File: src/rtl/tbox_loader.sv
// Purpose: streams a 2^ADDR_W-word T-box into a table memory, reads the whole table back and checks its XOR checksum.
// Latency: start to done/error is 2^ADDR_W write cycles + 2^ADDR_W read cycles + 2 drain cycles when s_valid is never low.
// Backpressure: s_ready is high only while writing; s_valid low stalls the load indefinitely with no write issued.
//
// Ports:
//   bram_clk, rst          clock and asynchronous active-high reset
//   start                  begins a load from IDLE, DONE or ERR; ignored while busy
//   s_valid/s_data/s_ready upstream word stream, ascending address order
//   bram_we/addr/din/dout  table memory port (dout valid one cycle after addr is sampled)
//   busy/done/error        status; done and error are sticky until the next start
//   checksum               XOR of all accepted words
module tbox_loader #(
  parameter int ADDR_W = 10,
  parameter int DATA_W = 32
) (
  input  logic              bram_clk,
  input  logic              rst,
  input  logic              start,
  input  logic              s_valid,
  input  logic [DATA_W-1:0] s_data,
  output logic              s_ready,
  output logic              bram_we,
  output logic [ADDR_W-1:0] bram_addr,
  output logic [DATA_W-1:0] bram_din,
  input  logic [DATA_W-1:0] bram_dout,
  output logic              busy,
  output logic              done,
  output logic              error,
  output logic [DATA_W-1:0] checksum
);

  typedef enum logic [2:0] {IDLE, WRITE, VERIFY, DRAIN, DONE, ERR} state_t;

  localparam logic [ADDR_W-1:0] LAST_ADDR = '1;

  state_t            state;
  logic [ADDR_W-1:0] cnt;
  logic [DATA_W-1:0] wr_xor;
  logic [DATA_W-1:0] rd_xor;
  logic [DATA_W-1:0] rd_xor_nxt;
  // rd_vld[0]: address issued last edge; rd_vld[1]: memory has sampled it,
  // so bram_dout holds that word during this cycle.
  logic [1:0]        rd_vld;

  // wr_xor only moves during WRITE, so it is both the live and the held checksum.
  assign checksum = wr_xor;

  always_comb begin
    rd_xor_nxt = rd_xor;
    if (rd_vld[1]) rd_xor_nxt = rd_xor ^ bram_dout;
  end

  always_ff @(posedge bram_clk or posedge rst) begin
    if (rst) begin
      state     <= IDLE;
      cnt       <= '0;
      wr_xor    <= '0;
      rd_xor    <= '0;
      rd_vld    <= '0;
      s_ready   <= 1'b0;
      bram_we   <= 1'b0;
      bram_addr <= '0;
      bram_din  <= '0;
      busy      <= 1'b0;
      done      <= 1'b0;
      error     <= 1'b0;
    end else begin
      bram_we <= 1'b0;
      rd_vld  <= {rd_vld[0], 1'b0};
      rd_xor  <= rd_xor_nxt;
      case (state)
        IDLE, DONE, ERR: begin
          if (start) begin
            state   <= WRITE;
            s_ready <= 1'b1;
            busy    <= 1'b1;
            done    <= 1'b0;
            error   <= 1'b0;
            wr_xor  <= '0;
            rd_xor  <= '0;
            rd_vld  <= '0;
            cnt     <= '0;
          end
        end
        WRITE: begin
          if (s_valid && s_ready) begin
            bram_we   <= 1'b1;
            bram_addr <= cnt;
            bram_din  <= s_data;
            wr_xor    <= wr_xor ^ s_data;
            cnt       <= cnt + 1'b1;  // wraps to 0 after the last word, ready for readback
            if (cnt == LAST_ADDR) begin
              s_ready <= 1'b0;
              state   <= VERIFY;
            end
          end
        end
        VERIFY: begin
          bram_addr <= cnt;
          cnt       <= cnt + 1'b1;
          rd_vld    <= {rd_vld[0], 1'b1};
          if (cnt == LAST_ADDR) state <= DRAIN;
        end
        DRAIN: begin
          // Only the final read result is still in flight: fold it in and decide.
          if (rd_vld == 2'b10) begin
            busy <= 1'b0;
            if (rd_xor_nxt == wr_xor) begin
              state <= DONE;
              done  <= 1'b1;
            end else begin
              state <= ERR;
              error <= 1'b1;
            end
          end
        end
        default: state <= IDLE;
      endcase
    end
  end

endmodule

File: config.mk
export PLATFORM = sky130hd
export DESIGN_NAME = tbox_loader
export DESIGN_NICKNAME = d
export VERILOG_FILES = /design/src/rtl/tbox_loader.sv
export SDC_FILE = /design/constraint.sdc
export NUM_CORES = 1
export LEC_CHECK = 0
export CORE_UTILIZATION = 35
export DETAILED_ROUTE_END_ITERATION = 6
export MAX_ROUTING_LAYER = met4
export PLACE_DENSITY = 0.6
export SLEW_MARGIN = 30
export SYNTH_ARGS = -nofsm -noshare
export SYNTH_HDL_FRONTEND = slang
export SYNTH_SLANG_ARGS = --single-unit
export TNS_END_PERCENT = 50
File: constraint.sdc
create_clock -name bram_clk -period 13.4 [get_ports bram_clk]
set_clock_uncertainty 0.1 [all_clocks]
set_input_delay 3.35 -clock bram_clk [delete_from_list [all_inputs] [get_ports bram_clk]]
set_output_delay 3.35 -clock bram_clk [all_outputs]
set_load 0.02 [all_outputs]
# ---- Yosys cells after proc, flatten, opt, wreduce, memory -nomap -nowiden
# Cells that the tools add are included.
dict set report word_totals {
  in_bits 68
  word_cells 81
  out_inout_bits 79
  reg_bits 126
}
dict set report classes {
  n_bitwise 2
  reduce_logical 16
  n_addsub 1
  n_mux 35
  n_eq_ne 15
}
# cell n
set op_table {}
lappend op_table {{32-bit two-way mux} 5}
lappend op_table {{32-bit case mux with 2 select lines} 1}
lappend op_table {{32-bit XOR} 2}
lappend op_table {{32-bit equality test} 1}
lappend op_table {{10-bit two-way mux} 3}
lappend op_table {{10-bit case mux with 3 select lines} 1}
lappend op_table {{10-bit case mux with 2 select lines} 1}
lappend op_table {{3-bit two-way mux} 5}
lappend op_table {{2-bit != test (second input constant)} 7}
lappend op_table {{1-bit two-way mux} 12}
lappend op_table {{3-bit case mux with 4 select lines} 1}
lappend op_table {{4-bit AND reduction} 3}
lappend op_table {{10-bit by 1-bit adder with 10-bit output (second input constant)} 1}
lappend op_table {{10-bit equality test (second input constant)} 1}
lappend op_table {{3-bit AND reduction} 3}
lappend op_table {{1-bit case mux with 2 select lines} 4}
lappend op_table {{3-bit by 2-bit equality test with 1-bit output (second input constant)} 2}
lappend op_table {{3-bit equality test (second input constant)} 2}
lappend op_table {{2-bit nonzero test} 3}
lappend op_table {{5-bit AND reduction} 1}
lappend op_table {{2-bit case mux with 2 select lines} 1}
lappend op_table {{2-bit AND reduction} 2}
lappend op_table {{3-bit by 1-bit equality test with 1-bit output (second input constant)} 1}
lappend op_table {{3-bit logical NOT} 1}
lappend op_table {{other kinds (5)} 5}

# ---- Depth between registers and ports, before layout
dict set report logic_depth {
  ltp_word 6
  depth_mapped 8
  mapped_depth_nobuf 7
}

# ---- Worst setup path before layout
# Ideal clock, no wire load.
dict set report synth_timing {
  path_kind {input -> register}
  startpoint {input port bram_dout[24]}
  endpoint {register done}
  cell_stages 6
  arrival_time_ns 4.756
  required_time_ns 13.233
  slack_ns 8.477
  setup_ns 0.067
  path_cell_list {and4_1 > a31oi_1 > nand4_1 > or4_4 > nor4_4 > a32o_1}
}
dict set report synth_between {
  elab_chain_len 5
}
# element line_no
set synth_rtl {}
lappend synth_rtl {{start: declaration} 25} ;# input logic [DATA_W-1:0] bram_dout,
lappend synth_rtl {{32-bit XOR} 50} ;# if (rd_vld[1]) rd_xor_nxt = rd_xor ^ bram_dout;
lappend synth_rtl {{32-bit two-way mux} 50}
lappend synth_rtl {{32-bit equality test} 108} ;# if (rd_xor_nxt == wr_xor) begin
lappend synth_rtl {{2-bit != test (no source line)} --}
lappend synth_rtl {{4-bit AND reduction (no source line)} --}
lappend synth_rtl {{end signal: assignment} 65} ;# done <= 1'b0;
lappend synth_rtl {{end signal: assignment} 77} ;# done <= 1'b0;
lappend synth_rtl {{end signal: assignment} 110} ;# done <= 1'b1;
lappend synth_rtl {{end: declaration} 27} ;# output logic done,
# No other way between the ends.
# A chain may end at the register's enable or synchronous reset.

# ---- Worst setup path in the final report
dict set report layout_timing {
  startpoint {input port bram_dout[12]}
  endpoint {register done}
}
# The elaborated chain is that of the path after synthesis.

==> impl_metrics.env <==
export IMPL_grt_busiest_layer="met2"
export IMPL_cts_made_buffers=17
export IMPL_regToRegStartpoint="rd_vld[1]$_DFF_PP0_"
export IMPL_synth_ff_type="dfrtp_1"
export IMPL_clk_latency_ns=0.41
export IMPL_avgViaCountPerCell=4.78
export IMPL_synth_edff_count=0
export IMPL_io_buffers=146
export IMPL_syn_num_nets=656
export IMPL_wirelength_um=15500
export IMPL_path_clk_slew_ns=0.05
export IMPL_finalHoldViolCount=0
export IMPL_hold_start="bram_din[27]$_DFFE_PP0P_"
export IMPL_rows=46
export IMPL_yosysMostFrequentCell="nand2_1"
export IMPL_grt_pass1_vias=4700
export IMPL_seq_area_mm2=0.00315
export IMPL_cts_buffer_depth=2
export IMPL_critPathArrivalTime_ns=5.51
export IMPL_cts_tree="built"
export IMPL_synthMuxAreaShare_pct=2.28
export IMPL_clock_tree_root_cell="clkbuf_16"
export IMPL_async_flop_share_pct=100
export IMPL_grt_usage_pct=18.9
export IMPL_globalRouteOverflowTotal=0
export IMPL_clkSinkCount=126
export IMPL_hold_depth=2
export IMPL_critical_path_max_stage_delay_ns=0.56
export IMPL_post_cts_buffers=0
export IMPL_synthDistinctLibCells=47
export IMPL_drtIter0Drc=210
export IMPL_cts_hold_buf=0
export IMPL_vdd_drop_max_mv=0.102
export IMPL_die_w_um=131
export IMPL_grt_pass1_wl_um=24800
export IMPL_slew_viol_final=0
export IMPL_synth_compound_area_share_pct=5.31
export IMPL_synth_avg_cell_area_um2=10.0
export IMPL_gr_usage_met1_pct=24.4
export IMPL_leakagePower_nw=3.78
export IMPL_fin_crit_sh_pct=39.2
export IMPL_use_met2_pct=29.8
export IMPL_synth_top_area_share_pct=53.7
export IMPL_wl_per_cell_um=16.1
export IMPL_hp_class="reg -> reg"
export IMPL_yosysWarningCount=0
export IMPL_cp_max_fo=3
export IMPL_syn_area_mm2=0.00587
export IMPL_drive_gt1_share_pct=7.76
export IMPL_seq_area_frac_synth_pct=53.7
export IMPL_gp_congestion=0.780
export IMPL_worstPathRequired_ns=13.65
export IMPL_setup_viol=0
export IMPL_path_class="in -> reg"
export IMPL_start_kind="input port"
export IMPL_worstMarginPinSlew_ns=0.680
export IMPL_reg2reg_depth=7
export IMPL_drtPass1Iterations=4
export IMPL_hold_path_end="bram_din[27]$_DFFE_PP0P_"
export IMPL_fin_nets=804
export IMPL_powerDensity_mw_per_mm2=184
export IMPL_synth_area_top_cells="dfrtp_1 54%, xor2_1 12%, nand2_1 9.2%"
export IMPL_synth_top_family_by_area="simple AND/OR/NAND/NOR gates"
export IMPL_fin_crit_ns=5.26
export IMPL_synthXorXnorAreaFrac_pct=16.2
export IMPL_whs_ns=0.374
export IMPL_rsz0062_at_grt="false"
export IMPL_ant_nets=0
export IMPL_antenna_found_initial=0
export IMPL_area_growth_pct=39.1
export IMPL_pin_count=147
export IMPL_synth_area_leader_cell="dfrtp_1"
export IMPL_yosys_area_share_simple_pct=20.2
export IMPL_initial_core_util_pct=36.4
export IMPL_diodes=0
export IMPL_critPathSlowestCell="or4_4"
export IMPL_clock_fmax_ghz=0.190
export IMPL_synth_adder_area_share_pct=0.213
export IMPL_outcome="finished, final reports clean"
export IMPL_route_detailed_drc=0
export IMPL_dieArea_mm2=0.0173
export IMPL_maxSlewHeadroom_pct=54.7
export IMPL_grt_max_degree=72
export IMPL_worstPathCellList="clkdlybuf4s50_1 -> nand2_1 -> a32oi_1 -> nand4_1 -> or4_4 -> nor4_4 -> a32o_1"
export IMPL_ys_seq_elements=126
export IMPL_multi_input_area_mm2=0.00259
export IMPL_dp_hpwl_um=10700
export IMPL_n_fill_cell=1453
export IMPL_htree_levels=4
export IMPL_syn_inst=587
export IMPL_met3_usage_pct=3.67
export IMPL_post_cts_resized=0
export IMPL_r2r_slack_ns=10.55
export IMPL_via_count=4602
export IMPL_critPathCaptureType="flop"
export IMPL_core_area_mm2=0.0161
export IMPL_r2r_end="done$_DFFE_PP0P_"
export IMPL_die_h_um=131
export IMPL_tns_ns=0
export IMPL_drv_cap=0
export IMPL_synth_commonest_cells="144 x nand2_1, 126 x dfrtp_1, 82 x nor2_1, 81 x xor2_1, 18 x clkbuf_1"
## cell families after synthesis
logic type               after synthesis
adder cells (fa/ha/maj)                1
AO/OA/AOI/OAI                         44
multiplexers                          12
buffers and inverters                 29
AND/OR/NAND/NOR                      277
flip-flops                           126
XOR/XNOR                              98
## where the power goes
part | internal [W] | total, W | switching [W]
Clock | 0.000315 | 0.000476 | 0.000160
Combinational | 0.000242 | 0.000467 | 0.000224
Sequential | 0.000460 | 0.000564 | 0.000103
## sequential cells by signal (all words and copies together) (netlist names)
| register | flops |
|---|---|
| state | 3 |
| busy | 1 |
| bram_din | 32 |
| bram_addr | 10 |
| s_ready | 1 |
| done | 1 |
| bram_we | 1 |
| rd_vld | 2 |
| checksum | 32 |
| error | 1 |
| cnt | 10 |
| rd_xor | 32 |
## routing by layer
layer / routed length [um] / vias to the layer above
met5: 0 / -
met4: 227 / 0
met3: 653 / 19
li1: - / 2208
met1: 7390 / 2240
met2: 7240 / 135
## worst max-delay path by stage
stage	endpoint	startpoint	cells after the start	slack [ns]
final	done$_DFFE_PP0P_	bram_dout[12]	7	8.14
after global routing	done$_DFFE_PP0P_	bram_dout[0]	7	8.03
after CTS	done$_DFFE_PP0P_	bram_dout[0]	7	8.11
after detailed placement	done$_DFFE_PP0P_	bram_dout[0]	7	7.69
after global placement	checksum[21]$_DFFE_PP0P_	s_valid	8	7.60
after floorplan	bram_addr[0]$_DFFE_PP0P_	rst	1	6.59
## critical path: cells and delay by family
kind | cells | cell delay [ns]
AO/OA/AOI/OAI | 2 | 0.47
buffers and inverters | 1 | 0.49
AND/OR/NAND/NOR | 4 | 1.20
## layout by cell type (no fill, tap or decap), drive strengths merged, types with 2 or more instances in the layout
master	count
a211o	2
a21boi	3
a21oi	7
a22o	2
a22oi	3
a31oi	5
a32oi	4
and2	3
and3	6
buf	5
bufinv	3
clkbuf	25
clkdlybuf4s50	146
clkinv	4
dfrtp	126
inv	6
mux2	11
nand2	149
nand2b	2
nand3	9
nand4	7
nor2	82
nor2b	5
nor3	3
nor4	2
o211ai	3
o21ai	4
o22ai	5
or2	3
or4	2
xnor2	11
xor2	81
xor3	6
## layout make-up
| type | instances | area share (%) |
|---|---|---|
| clock buffers | 25 | 6.19 |
| clock inverters | 6 | 1.29 |
| inverters | 7 | 0.399 |
| multi-input cells | 432 | 31.8 |
| flip-flops and latches | 126 | 38.6 |
| well taps | 216 | 3.31 |
| repair buffers | 151 | 18.4 |
## per-stage QoR
step | worst slack (ns) | std cells | power, W | instance area, um2 | util [%]
after global routing | 8.03 | 963 | 0.00158 | 8160 | 50.7
after floorplan | 6.59 | 587 | 0.000800 | 5870 | -
after detailed placement | 7.69 | 932 | 0.00104 | 7550 | 46.8
final | 8.14 | 963 | 0.00151 | 8160 | 50.7
after CTS | 8.11 | 963 | 0.00152 | 8160 | 50.6
after global placement | 7.60 | 932 | 0.00103 | 7550 | 46.8
Note: power is estimated with default switching activity, not from simulation.
